$ cat src/rtl/pipe_pkg.sv
// -----------------------------------------------------------------------------
// pipe_pkg
// Shared definitions for the elastic pipeline-stage register (pipe_skid_reg)
// and its storage slot (pipe_slot).
//   - Default field widths used by every pipeline-stage instance.
//   - State encoding of the stage handshake FSM.
//   - Operation codes that the stage FSM issues to each storage slot.
// -----------------------------------------------------------------------------
package pipe_pkg;

    // Default field widths shared by ID/EX, EX/MEM and MEM/WB instances
    localparam int PIPE_CTRL_W = 20;
    localparam int PIPE_DATA_W = 36;
    localparam int PIPE_PC_W   = 8;

    // Stage occupancy state
    typedef logic [1:0] state_t;
    localparam state_t EMPTY = 2'd0;  // no entries held
    localparam state_t BUSY  = 2'd1;  // main entry holds an item
    localparam state_t FULL  = 2'd2;  // main and skid entries hold items

    // Per-slot update operation
    typedef logic [2:0] slot_op_t;
    localparam slot_op_t SLOT_HOLD  = 3'd0;  // keep contents
    localparam slot_op_t SLOT_LOAD  = 3'd1;  // copy all fields from inputs
    localparam slot_op_t SLOT_DRAIN = 3'd2;  // zero ctrl/data, keep pc
    localparam slot_op_t SLOT_FLUSH = 3'd3;  // zero ctrl/data, load pc
    localparam slot_op_t SLOT_CLEAR = 3'd4;  // zero every field

endpackage : pipe_pkg

$ cat src/rtl/pipe_slot.sv
// -----------------------------------------------------------------------------
// pipe_slot
// One ctrl/data/pc storage entry of the elastic pipeline register. The owning
// stage selects what happens to the entry each cycle through op_i.
//
// Ports:
//   clk     in   stage clock, rising edge
//   rst     in   asynchronous active-low reset, zeroes every field
//   op_i    in   slot operation (SLOT_* from pipe_pkg)
//   ctrl_i  in   CTRL_W control bundle to load
//   data_i  in   DATA_W payload to load
//   pc_i    in   PC_W pc value to load (also used by SLOT_FLUSH)
//   ctrl_o  out  stored control bundle (registered)
//   data_o  out  stored payload (registered)
//   pc_o    out  stored pc (registered)
// -----------------------------------------------------------------------------
module pipe_slot
    import pipe_pkg::*;
#(
    parameter int CTRL_W = PIPE_CTRL_W,
    parameter int DATA_W = PIPE_DATA_W,
    parameter int PC_W   = PIPE_PC_W
) (
    input  logic              clk,
    input  logic              rst,
    input  logic [2:0]        op_i,
    input  logic [CTRL_W-1:0] ctrl_i,
    input  logic [DATA_W-1:0] data_i,
    input  logic [PC_W-1:0]   pc_i,
    output logic [CTRL_W-1:0] ctrl_o,
    output logic [DATA_W-1:0] data_o,
    output logic [PC_W-1:0]   pc_o
);

    logic [CTRL_W-1:0] ctrl_q, ctrl_d;
    logic [DATA_W-1:0] data_q, data_d;
    logic [PC_W-1:0]   pc_q,   pc_d;

    // Next-entry selection from the requested slot operation
    always_comb begin
        ctrl_d = ctrl_q;
        data_d = data_q;
        pc_d   = pc_q;
        case (op_i)
            SLOT_HOLD: begin
                ctrl_d = ctrl_q;
                data_d = data_q;
                pc_d   = pc_q;
            end
            SLOT_LOAD: begin
                ctrl_d = ctrl_i;
                data_d = data_i;
                pc_d   = pc_i;
            end
            SLOT_DRAIN: begin
                // pc is deliberately kept so an idle stage still shows
                // the last pc that passed through it
                ctrl_d = {CTRL_W{1'b0}};
                data_d = {DATA_W{1'b0}};
                pc_d   = pc_q;
            end
            SLOT_FLUSH: begin
                ctrl_d = {CTRL_W{1'b0}};
                data_d = {DATA_W{1'b0}};
                pc_d   = pc_i;
            end
            SLOT_CLEAR: begin
                ctrl_d = {CTRL_W{1'b0}};
                data_d = {DATA_W{1'b0}};
                pc_d   = {PC_W{1'b0}};
            end
            default: begin
                ctrl_d = {CTRL_W{1'b0}};
                data_d = {DATA_W{1'b0}};
                pc_d   = {PC_W{1'b0}};
            end
        endcase
    end

    // Entry storage with asynchronous clear
    always_ff @(posedge clk or negedge rst) begin
        if (!rst) begin
            ctrl_q <= {CTRL_W{1'b0}};
            data_q <= {DATA_W{1'b0}};
            pc_q   <= {PC_W{1'b0}};
        end else begin
            ctrl_q <= ctrl_d;
            data_q <= data_d;
            pc_q   <= pc_d;
        end
    end

    assign ctrl_o = ctrl_q;
    assign data_o = data_q;
    assign pc_o   = pc_q;

endmodule : pipe_slot

$ cat src/rtl/pipe_skid_reg.sv
// -----------------------------------------------------------------------------
// pipe_skid_reg
// Elastic pipeline-stage register with a 2-entry skid buffer. Carries a
// control bundle and data payload (both zeroed on flush) and a pc field
// (loaded from in_pc on flush) between two pipeline stages using valid/ready
// on both sides. in_ready is decoded from the state register only, so there
// is no combinational path from out_ready to in_ready, and full throughput is
// kept under backpressure by parking one extra item in the skid entry.
//
// Optional build macro: PIPE_SKID_STATS_EN adds stall_cnt / flush_cnt.
//
// Ports:
//   clk        in   stage clock, rising edge
//   rst        in   asynchronous active-low reset
//   flush      in   synchronous flush, highest priority after rst
//   in_valid   in   upstream has an item
//   in_ready   out  stage can accept an item (state-register decode)
//   in_ctrl    in   CTRL_W control bundle
//   in_data    in   DATA_W data payload
//   in_pc      in   PC_W pc field
//   out_valid  out  main entry holds an item
//   out_ready  in   downstream accepts
//   out_ctrl   out  registered control bundle
//   out_data   out  registered payload
//   out_pc     out  registered pc
//   stall_cnt  out  16-bit saturating stall counter  (PIPE_SKID_STATS_EN)
//   flush_cnt  out  16-bit saturating flush counter  (PIPE_SKID_STATS_EN)
// -----------------------------------------------------------------------------
module pipe_skid_reg
    import pipe_pkg::*;
#(
    parameter int CTRL_W = PIPE_CTRL_W,
    parameter int DATA_W = PIPE_DATA_W,
    parameter int PC_W   = PIPE_PC_W
) (
    input  logic              clk,
    input  logic              rst,
    input  logic              flush,
    input  logic              in_valid,
    output logic              in_ready,
    input  logic [CTRL_W-1:0] in_ctrl,
    input  logic [DATA_W-1:0] in_data,
    input  logic [PC_W-1:0]   in_pc,
    output logic              out_valid,
    input  logic              out_ready,
    output logic [CTRL_W-1:0] out_ctrl,
    output logic [DATA_W-1:0] out_data,
    output logic [PC_W-1:0]   out_pc
`ifdef PIPE_SKID_STATS_EN
    ,
    output logic [15:0]       stall_cnt,
    output logic [15:0]       flush_cnt
`endif
);

    logic [1:0] state_q, state_d;
    logic       in_fire;
    logic       out_fire;
    logic       from_skid;
    logic [2:0] main_op;
    logic [2:0] skid_op;

    logic [CTRL_W-1:0] main_ctrl_in, skid_ctrl;
    logic [DATA_W-1:0] main_data_in, skid_data;
    logic [PC_W-1:0]   main_pc_in,   skid_pc;

    assign out_valid = (state_q != EMPTY);
    assign in_ready  = (state_q != FULL);
    assign in_fire   = in_valid & in_ready;
    assign out_fire  = out_valid & out_ready;

    // Main entry refills from skid only when draining FULL; a flush always
    // takes in_pc so the flushed stage reports the redirect pc.
    assign from_skid    = (state_q == FULL) && !flush;
    assign main_ctrl_in = from_skid ? skid_ctrl : in_ctrl;
    assign main_data_in = from_skid ? skid_data : in_data;
    assign main_pc_in   = from_skid ? skid_pc   : in_pc;

    // Occupancy state transition
    always_comb begin
        state_d = state_q;
        if (flush) begin
            state_d = EMPTY;
        end else begin
            case (state_q)
                EMPTY: begin
                    if (in_fire) state_d = BUSY;
                    else         state_d = EMPTY;
                end
                BUSY: begin
                    if (in_fire && !out_fire)      state_d = FULL;
                    else if (!in_fire && out_fire) state_d = EMPTY;
                    else                           state_d = BUSY;
                end
                FULL: begin
                    if (out_fire) state_d = BUSY;
                    else          state_d = FULL;
                end
                default: state_d = EMPTY;
            endcase
        end
    end

    // Slot operations for the main (output) and skid entries
    always_comb begin
        main_op = SLOT_HOLD;
        skid_op = SLOT_HOLD;
        if (flush) begin
            main_op = SLOT_FLUSH;
            skid_op = SLOT_CLEAR;
        end else begin
            case (state_q)
                EMPTY: begin
                    if (in_fire) main_op = SLOT_LOAD;
                    else         main_op = SLOT_HOLD;
                    skid_op = SLOT_HOLD;
                end
                BUSY: begin
                    if (in_fire && out_fire) begin
                        main_op = SLOT_LOAD;
                        skid_op = SLOT_HOLD;
                    end else if (in_fire) begin
                        // downstream stalled: park the new item in skid
                        main_op = SLOT_HOLD;
                        skid_op = SLOT_LOAD;
                    end else if (out_fire) begin
                        main_op = SLOT_DRAIN;
                        skid_op = SLOT_HOLD;
                    end else begin
                        main_op = SLOT_HOLD;
                        skid_op = SLOT_HOLD;
                    end
                end
                FULL: begin
                    if (out_fire) begin
                        main_op = SLOT_LOAD;
                        skid_op = SLOT_CLEAR;
                    end else begin
                        main_op = SLOT_HOLD;
                        skid_op = SLOT_HOLD;
                    end
                end
                default: begin
                    main_op = SLOT_CLEAR;
                    skid_op = SLOT_CLEAR;
                end
            endcase
        end
    end

    // Occupancy state register
    always_ff @(posedge clk or negedge rst) begin
        if (!rst) begin
            state_q <= EMPTY;
        end else begin
            state_q <= state_d;
        end
    end

    pipe_slot #(
        .CTRL_W (CTRL_W),
        .DATA_W (DATA_W),
        .PC_W   (PC_W)
    ) u_main (
        .clk    (clk),
        .rst    (rst),
        .op_i   (main_op),
        .ctrl_i (main_ctrl_in),
        .data_i (main_data_in),
        .pc_i   (main_pc_in),
        .ctrl_o (out_ctrl),
        .data_o (out_data),
        .pc_o   (out_pc)
    );

    pipe_slot #(
        .CTRL_W (CTRL_W),
        .DATA_W (DATA_W),
        .PC_W   (PC_W)
    ) u_skid (
        .clk    (clk),
        .rst    (rst),
        .op_i   (skid_op),
        .ctrl_i (in_ctrl),
        .data_i (in_data),
        .pc_i   (in_pc),
        .ctrl_o (skid_ctrl),
        .data_o (skid_data),
        .pc_o   (skid_pc)
    );

`ifdef PIPE_SKID_STATS_EN
    logic [15:0] stall_q;
    logic [15:0] flush_q;

    // Saturating stall / flush event counters, cleared only by rst
    always_ff @(posedge clk or negedge rst) begin
        if (!rst) begin
            stall_q <= 16'h0000;
            flush_q <= 16'h0000;
        end else begin
            if (out_valid && !out_ready && (stall_q != 16'hFFFF)) begin
                stall_q <= stall_q + 16'h0001;
            end
            if (flush && (flush_q != 16'hFFFF)) begin
                flush_q <= flush_q + 16'h0001;
            end
        end
    end

    assign stall_cnt = stall_q;
    assign flush_cnt = flush_q;
`endif

endmodule : pipe_skid_reg

$ cat config.mk
export PLATFORM = sky130hd
export DESIGN_NAME = pipe_skid_reg
export DESIGN_NICKNAME = d
export VERILOG_FILES = /design/src/rtl/pipe_pkg.sv /design/src/rtl/pipe_slot.sv /design/src/rtl/pipe_skid_reg.sv
export SDC_FILE = /design/constraint.sdc
export NUM_CORES = 1
export LEC_CHECK = 0
export BUFFER_PORTS_ARGS = -buffer_cell sky130_fd_sc_hd__buf_4
export CORE_ASPECT_RATIO = 0.5
export CORE_UTILIZATION = 49
export DETAILED_ROUTE_END_ITERATION = 10
export PLACE_DENSITY = 0.86
export SETUP_SLACK_MARGIN = 0.05
export SLEW_MARGIN = 40
export SYNTH_ARGS = -nofsm -noshare
export SYNTH_HDL_FRONTEND = slang
export SYNTH_SLANG_ARGS = --single-unit
$ cat constraint.sdc
create_clock -name clk -period 2.62 [get_ports clk]
set_clock_uncertainty 0.15 [all_clocks]
set_input_delay 0.131 -clock clk [delete_from_list [all_inputs] [get_ports clk]]
set_output_delay 0.131 -clock clk [all_outputs]
set_load 0.02 [all_outputs]
# After elaboration in Yosys (flattened, before gate mapping)
# Index checks and enable logic that the tools add are counted.
# word_totals
reg_bits,130
output_inout_bits,66
wordCells,59
# classes
eq_ne,9
n_mux,26
bitwise_logic,2
n_reduce_logical,15
# ops
operator,n
$pmux W36 S2,2
$pmux W20 S2,2
$mux W36,1
$pmux W8 S2,2
$mux W20,1
$pmux W3 S3,2
$eq A3 B2 Y1 const B,4
$mux W2,6
$mux W3,3
$mux W8,1
$reduce_or A2 Y1,4
$eq A3 B1 Y1 const B,2
$logic_not A3 Y1,2
$pmux W2 S3,1
$mux W1,5
$logic_and A1 B1 Y1,4
$logic_not A1 Y1,3
$and A1 B1 Y1,2
$eq A2 B1 Y1 const B,1
$eq A2 B2 Y1 const B,1
$logic_not A2 Y1,1
$ne A2 B2 Y1 const B,1
$reduce_bool A2 Y1,1

# Longest topological paths before layout
# Gate-level depths: netlist (run 1).
# depth
word_depth,10
ltp_mapped,11

# Hierarchy
# From an unflattened synthesis (run 1), not the netlist that was laid out.
# unflattened
cells_unflattened,516
area_unflattened_um2,6736.5
# by_module_without_submodules
mod,instances,cells_each,area_per_inst_um2
pipe_slot,2,207,2702.6
pipe_skid_reg,1,102,1331.3

# Least setup slack after synthesis (run 1)
# No wires, ideal clock.
# synth_timing
path_type,reg2reg
startpoint,register state_q[0]
endpoint,register u_main.ctrl_q[0] (netlist: u_main.ctrl_o[0])
setup_time_ns,0.119
t_arrival_ns,2.352
setup_slack_ns,-0.001
path_stages_with_launch,10
period_less_slack_ns,2.621
cell_sequence,dfrtp_1 > buf_6 > or2_2 > and2_1 > ha_1 > mux2_4 > a221oi_4 > buf_6 > o2bb2ai_1 > and2_1
# synth_via
elab_chain_len,9
elab_cells_between_ends,20
classes_between,eq/ne (4); mux (9); bitwise (2); reduce/logical (5)
# synth_lines
element,line_no,source
"start, declared",pipe_skid_reg.sv:56,"logic [1:0] state_q, state_d;"
"start signal, assigned",pipe_skid_reg.sv:156,state_q <= state_d;
$reduce_bool A2 Y1 (*),pipe_skid_reg.sv:67,assign out_valid = (state_q != EMPTY);
net out_valid,pipe_skid_reg.sv:44,"output logic out_valid,"
$and A1 B1 Y1 (*),pipe_skid_reg.sv:70,assign out_fire = out_valid & out_ready;
$mux W2,pipe_skid_reg.sv:126,end else if (out_fire) begin
$mux W2,pipe_skid_reg.sv:122,end else if (in_fire) begin
$mux W2,pipe_skid_reg.sv:119,if (in_fire && out_fire) begin
$pmux W3 S3 (*),pipe_skid_reg.sv:112,case (state_q)
$mux W3 (*),pipe_skid_reg.sv:108,if (flush) begin
$eq A3 B1 Y1 or $logic_not A3 Y1 (tied branches),pipe_slot.sv:44,case (op_i)
$pmux W20 S2,pipe_slot.sv:44,
"end signal, assigned",pipe_slot.sv:83,ctrl_q <= {CTRL_W{1'b0}};
"end signal, assigned",pipe_slot.sv:87,ctrl_q <= ctrl_d;
"end, declared",pipe_slot.sv:35,"logic [CTRL_W-1:0] ctrl_q, ctrl_d;"
# The timed path passes the listed nets; every way through them passes the cells marked *.
# A chain may end at the register's enable or synchronous reset.

# Final worst setup path (run 1)
# layout_timing
startpoint,register state_q[0]
endpoint,register u_main.data_q[32] (netlist: u_main.data_o[32])
# layout_via
elab_chain_len,9
elab_cells_between_ends,20
classes_between,eq/ne (4); mux (9); bitwise (2); reduce/logical (5)
# layout_lines
element,line_no,source
$reduce_bool A2 Y1,pipe_skid_reg.sv:67,
$and A1 B1 Y1,pipe_skid_reg.sv:70,
$mux W2,pipe_skid_reg.sv:126,
$mux W2,pipe_skid_reg.sv:122,
$mux W2,pipe_skid_reg.sv:119,
$pmux W3 S3,pipe_skid_reg.sv:112,
$mux W3,pipe_skid_reg.sv:108,
$eq A3 B1 Y1 or $logic_not A3 Y1 (tied branches),pipe_slot.sv:44,
$pmux W36 S2,pipe_slot.sv:44,
"end signal, assigned",pipe_slot.sv:84,data_q <= {DATA_W{1'b0}};
"end signal, assigned",pipe_slot.sv:88,data_q <= data_d;
"end, declared",pipe_slot.sv:36,"logic [DATA_W-1:0] data_q, data_d;"
# Several ways; a longest one is shown, not always the timed one.

==> results of run 1 <==
cells in the final DEF, fill, tap and decap left out, types with 2 or more instances in the layout:
cell and n:
buf_4 152, dfrtp_1 129, dlygate4sd3_1 67, mux2i_1 65, a22o_1 64, and2_1 52
o2bb2ai_1 32, clkbuf_16 22, o2bb2ai_2 21, buf_12 10, nand2_1 8, o21ai_0 8
buf_6 7, and2_4 5, nor2_1 5, clkinvlp_4 4, clkinv_2 4, a21oi_1 3
o2bb2ai_4 3, ha_1 3, clkinv_4 3, buf_16 3, inv_1 2, nor2_2 2
clkbuf_8 2, bufinv_16 2, buf_8 2
critical path: stages, from the launching register on:
cell and delay [ns]:
dfrtp_1 0.44, and2b_2 0.29, inv_4 0.05, nand2_4 0.06, inv_2 0.05, buf_6 0.12, ha_4 0.16, mux2_4 0.29
buf_4 0.15, o32ai_4 0.25, buf_12 0.20, clkbuf_16 0.16, o2bb2ai_2 0.12, and2_1 0.20
flip-flops by register name, indices dropped and copies added (netlist names):
signal,cells
u_main.data_o,36
u_skid.data_o,36
u_main.ctrl_o,20
u_skid.ctrl_o,20
u_main.pc_o,8
u_skid.pc_o,8
state_q,2
how the worst min path moves through the flow:
stage,startpoint,to,slack [ns],cells after the start
2_1_floorplan,rst,state_q[0],-0.31,0
3_3_place_gp,rst,u_skid.data_o[5],-0.06,1
3_5_place_dp,rst,u_skid.data_o[5],-0.05,1
4_1_cts,in_valid,state_q[0],0.05,5
5_1_grt,rst,u_main.data_o[10],0.10,2
6_report,rst,u_main.data_o[10],0.07,2
logic make-up (layout without fill, tap and decap cells):
logic type | after synthesis | after routing | share of synthesized area
AOI/OAI and AO/OA | 134 | 134 | 0.199
DFF | 130 | 130 | 0.554
buffers and inverters | 44 | 282 | 0.0465
and+or+nand+nor | 79 | 80 | 0.0785
muxes | 66 | 66 | 0.113
adders and majority gates | 4 | 4 | 0.00853
through the flow:
step	setup TNS [ns]	total power, W
floorplan	0	0.00269
global placement	0	0.00304
detailed placement	0	0.00306
CTS	0	0.00555
global route	-5.04	0.00596
finish	-4.28	0.00581
synth_stat cells:
cell / number / area share
ha_1: 4 / 0.0085
and3b_1: 1 / 0.0015
a221oi_4: 1 / 0.0045
buf_1: 3 / 0.0019
nor3b_1: 1 / 0.0013
nor2b_1: 1 / 0.0011
dfrtp_1: 130 / 0.55
and2_1: 57 / 0.061
o21ai_0: 8 / 0.0068
mux2i_1: 65 / 0.11
and2b_2: 1 / 0.0015
nand2_1: 9 / 0.0058
buf_6: 13 / 0.025
a22o_1: 64 / 0.096
a21oi_1: 4 / 0.0034
o32ai_4: 1 / 0.0047
or2_2: 2 / 0.0021
clkbuf_1: 16 / 0.010
buf_2: 8 / 0.0068
nor2_1: 7 / 0.0045
o2bb2ai_1: 56 / 0.084
inv_2: 1 / 0.00064
inv_1: 3 / 0.0019
mux2_4: 1 / 0.0026
repair_timing:
| item | 4_1_cts | 5_1_grt |
|---|---|---|
| hold buffers | 67 | 0 |
| endpoints found under the setup margin | 76 | 113 |
| buffers inserted | 5 | 10 |
| resized for setup | 9 | 44 |
| endpoints found under the hold margin | 253 | 0 |
| cloned | 4 | 8 |
| pin swaps | 1 | 16 |
area by class of cell:
type | instances | area (um^2)
multi-input cells | 284 | 2600
fillers | 563 | 2330
clock inverters | 13 | 136
well taps | 159 | 199
clock buffers | 19 | 453
flip-flops and latches | 130 | 3250
inverters | 4 | 17.5
repair buffers | 246 | 2330
power by group:
| part | switching [W] | leakage [nW] | internal (W) | total (W) |
|---|---|---|---|---|
| Sequential | 0.000100 | 1.74 | 0.00213 | 0.00224 |
| Combinational | 0.000612 | 2.06 | 0.000570 | 0.00118 |
| Clock | 0.000944 | 0.281 | 0.00145 | 0.00239 |
| Total | 0.00166 | 4.08 | 0.00415 | 0.00581 |
layer usage:
layer | wire length [um] | global-route usage | vias up
met1 | 8470 | 0.374 | 2662
met2 | 9880 | 0.512 | 361
li1 | - | - | 2144
met5 | 0 | 0 | -
met4 | 876 | 0.154 | 0
met3 | 1720 | 0.0494 | 85
==> run_results.csv, run 1 <==
group,metric,value,unit
routing,routed_wl,20900,um
sta,finalCriticalPeriod,2.78,ns
place,gp_congestion,0.803,
worst_setup_path,cp-start-kind,"register",
final_layout,n_antenna_cell,0,
routing,final_antenna_net_count,0,
grt,first_global_vias,5314,
synthesis,yosysWarnings,0,
sta,finalSetupViolations,68,
grt,grt_util_all_layers,0.300,
sta,worst_slew_pin_slew,0.773,ns
place,dpl_cell_area,7060,um^2
grt,grt_pass1_wl,28200,um
sta,final_hold_viol_count,0,
outcome,status,"finished with violations",
sta,fmax,359,MHz
synthesis,synth_fp_nets,530,
synthesis,synth.cell_area,5870,um^2
routing,drtIter0Drc,472,
hold_path,hold_class,"in -> async",
cts,clk_path_buf_depth,2,
pwr,cellPowerDensity,647,nW/um^2
final_layout,nNetsFinal,756,
pwr,leakagePower,4.08,nW
sta,relSlewSlack,0.484,
synthesis,synth_cell_types,24,
pwr,ir_drop,0.000503,V
final_layout,drive_above_1_share,0.369,
routing,via_count,5252,
routing,dr.pass1.iters,5,
worst_setup_path,critPathMaxFanout,6,
synthesis,ys_seq_area_frac,0.554,
worst_setup_path,cp.arrival,2.96,ns
final_layout,stdcell_count,855,
worst_setup_path,criticalPathCategory,"reg -> reg",
worst_setup_path,startpoint,"state_q[0]",
grt,grt_max_degree,57,
final_layout,fin_area,8990,um^2
routing,wl_per_cell,24.5,um
sta,slew_viol_final,0,
synthesis,avgSynthCellArea,12.8,um^2
outcome,violations,"setup timing",
place,post-place-ws,0.0100,ns
cts,clk_pin_slew,0.06,ns
worst_setup_path,reg2reg_depth,13,
final_layout,post-route-util,0.794,
floorplan,die_h,79.4,um
routing,drt_drc_violations_left,0,
place,place_inst,729,
worst_setup_path,regToRegSetupSlack,-0.16,ns
floorplan,dieArea,12400,um^2
grt,antenna_found_initial,0,
cts,clk_latency,0.42,ns
floorplan,fp.coreArea,11300,um^2
worst_setup_path,rr_startpoint,"state_q[0]",
cts,cts-buffers-inserted,17,
synthesis,synthCells,457,
place,dp_hpwl,8860,um
worst_setup_path,regToRegEndpoint,"u_main.data_o[32]",
sta,setup_ws,-0.163,ns
cts,cts_sinks,130,
floorplan,ios,135,
cts,cts_tree,"yes",
sta,rsz0062_at_grt,"yes",
final_layout,synthToLayoutAreaGrowth,53.2,%
synthesis,yosys_register_bits,130,
grt,overflow,0,
floorplan,dieWidth,157,um
worst_setup_path,cp-endpoint,"u_main.data_o[32]",
sta,hold_ws,0.0675,ns
cts,cts_root_buffer,"clkbuf_16",
routing,routed_via_density,6.14,
worst_setup_path,required,2.80,ns
worst_setup_path,endpoint_kind,"register",
flow_run,max_cap_viol_count,0,
cts,h-tree-depth,4,
place,io_buffer_count,134,
floorplan,num_rows,27,
sta,period_share,1.06,
floorplan,start_util,0.518,
(Power assumes the default switching activity.)
==> run 2, diff against run 1 <==
--- a/config.mk
+++ b/config.mk
@@ -9,7 +9,8 @@
 export CORE_ASPECT_RATIO = 0.5
 export CORE_UTILIZATION = 49
 export DETAILED_ROUTE_END_ITERATION = 10
-export PLACE_DENSITY = 0.86
+export GPL_TIMING_DRIVEN = 1
+export PLACE_DENSITY = 0.76
 export SETUP_SLACK_MARGIN = 0.05
 export SLEW_MARGIN = 40
 export SYNTH_ARGS = -nofsm -noshare
==> constraint.sdc (replaced) <==
create_clock -name clk -period 2.44 [get_ports clk]
set_clock_uncertainty 0.15 [all_clocks]
set_input_delay 0.122 -clock clk [delete_from_list [all_inputs] [get_ports clk]]
set_output_delay 0.122 -clock clk [all_outputs]
set_load 0.02 [all_outputs]
==> run 2 against run 1 <==
  * The run ends with hold timing, setup timing left
  * Sequential share of layout area about the same
  * Routed wire length down 19%
  * Maximum frequency increased by 14%
  * Largest cell class unchanged
==> run_results.csv, run 2 (synthesis gave the netlist of run 1 again) <==
group,metric,value,unit
outcome,status,"finished with violations",
outcome,violations,"hold timing, setup timing",
final_layout,n_antenna_cell,0,
worst_setup_path,cp-start-kind,"register",
grt,overflow,0,
worst_setup_path,cp.arrival,2.59,ns
routing,drtIter0Drc,325,
sta,hold_ws,-0.00164,ns
floorplan,fp.coreArea,11300,um^2
sta,relSlewSlack,0.657,
pwr,cellPowerDensity,710,nW/um^2
sta,final_hold_viol_count,1,
sta,worst_slew_pin_slew,0.514,ns
worst_setup_path,endpoint_kind,"register",
grt,grt_max_degree,57,
worst_setup_path,critPathSlowestCell,"dfrtp_1",
final_layout,fillCellCount,670,
floorplan,dieWidth,157,um
hold_path,hold_class,"in -> reg",
cts,clk_pin_slew,0.06,ns
worst_setup_path,crit_path_cell_trace,"or2_4, and2_4, ha_4, mux2_4, a221oi_4, buf_6, clkbuf_16, o2bb2ai_2, and2_1",
sta,fmax,409,MHz
floorplan,dieArea,12400,um^2
cts,clk_latency,0.41,ns
pwr,ir_drop,0.000512,V
sta,slew_viol_final,0,
cts,clk_path_buf_depth,2,
sta,finalSetupTns,-0.00462,ns
floorplan,ios,135,
floorplan,die_h,79.4,um
routing,routed_via_density,5.61,
grt,antenna_found_initial,0,
routing,dr.pass1.iters,5,
routing,wl_per_cell,20.1,um
floorplan,num_rows,27,
cts,cts_sinks,130,
pwr,power,0.00638,W
final_layout,nNetsFinal,743,
final_layout,final_cell_mix,"buf_4, dfrtp_1, dlygate4sd3_1",
grt,grt_pass1_wl,24400,um
worst_setup_path,required,2.59,ns
final_layout,drive_above_1_share,0.379,
cts,h-tree-depth,4,
routing,routed_wl,16900,um
sta,finalCriticalPeriod,2.44,ns
grt,first_global_vias,4795,
grt,grt_util_all_layers,0.256,
floorplan,start_util,0.518,
sta,rsz0062_at_grt,"yes",
place,dp_hpwl,8400,um
flow_run,max_cap_viol_count,0,
routing,via_count,4723,
cts,cts-buffers-inserted,17,
final_layout,post-route-util,0.793,
sta,finalSetupViolations,3,
pwr,leakagePower,4.06,nW
routing,drt_drc_violations_left,0,
place,gp_congestion,0.834,
cts,cts_root_buffer,"clkbuf_16",
final_layout,synthToLayoutAreaGrowth,53.1,%
sta,setup_ws,-0.00220,ns
final_layout,final_common_cell,"buf_4",
sta,period_share,1.00,
worst_setup_path,critical_path.max_stage_delay,0.42,ns
routing,final_antenna_net_count,0,
worst_setup_path,critPathMaxFanout,5,
place,io_buffer_count,134,
worst_setup_path,criticalPathCategory,"reg -> reg",
cts,cts_tree,"yes",
## run 2: cell types whose count changed in the layout (fill, tap and decap cells not counted), sizes merged
cell | before | now
nor2 | 8 | 7
bufinv | 2 | 5
clkbuf | 24 | 21
buf | 174 | 163
inv | 4 | 8
clkinv | 7 | 2
## run 2: path summary, 6_finish.rpt
| path | from | to | slack [ns] | cells past startpoint |
|---|---|---|---|---|
| worst max-delay path | state_q[1] | u_main.data_o[8] | -0.002 | 9 |
| worst min-delay path | in_valid | state_q[0] | -0.002 | 5 |
| worst max register to register | state_q[1] | u_main.data_o[8] | -0.002 | 9 |
| worst min register to register | u_main.pc_o[3] | u_main.pc_o[3] | 0.34 | 2 |
| max in group asynchronous | rst | u_skid.ctrl_o[3] | 1.29 | 3 |
| min in group asynchronous | rst | u_skid.data_o[13] | 0.08 | 2 |
## run 2: what timing repair did
| item | CTS | global route |
|---|---|---|
| buffers inserted | 0 | 6 |
| cloned | 0 | 7 |
| setup endpoints to repair | 11 | 57 |
| hold endpoints to repair | 202 | 0 |
| hold buffers | 68 | 0 |
| resized for setup | 1 | 64 |
| pin swaps | 0 | 6 |
## run 2: critical path, delay by kind of cell, from the launching register on
| family | cells | cell delay [ns] |
|---|---|---|
| multiplexers | 1 | 0.27 |
| AND/OR/NAND/NOR | 3 | 0.58 |
| buffers and inverters | 2 | 0.37 |
| adder cells (fa/ha/maj) | 1 | 0.14 |
| AO/OA/AOI/OAI | 2 | 0.41 |
| flip-flops | 1 | 0.42 |
## run 2: layout make-up
class / instances / area (um^2) / area share
Clock inverter: 15 / 229 / 0.0255
Timing Repair Buffer: 234 / 2140 / 0.238
Inverter: 4 / 20.0 / 0.00223
Clock buffer: 17 / 425 / 0.0474
Sequential cell: 130 / 3250 / 0.362
Multi-Input combinational cell: 283 / 2720 / 0.302
Tap cell: 159 / 199 / 0.0222
## run 2: through the flow
step	cells	instance area [um^2]	hold WS (ns)	worst slack [ns]
after detailed placement	730	7090	-0.0189	0.0505
final	842	8980	-0.00164	-0.00220
after floorplan	457	5890	-0.324	-0.0601
after global routing	842	8980	0.109	-0.0909
after CTS	830	8430	0.0870	0.0221
after global placement	730	7090	-0.0223	0.0759
## run 2: where the power goes
group	switching, W	internal, W	leakage [nW]
Clock	0.00100	0.00183	0.307
Sequential	0.000101	0.00229	1.75
Combinational	0.000589	0.000570	2.01
Total	0.00169	0.00469	4.06
## run 2: routing by layer
layer | global-route usage | part of all wire | vias up
li1 | - | - | 2120
met1 | 0.332 | 0.43 | 2418
met2 | 0.432 | 0.51 | 161
met3 | 0.0554 | 0.041 | 24
met4 | 0.0775 | 0.017 | 0
met5 | 0 | 0 | -
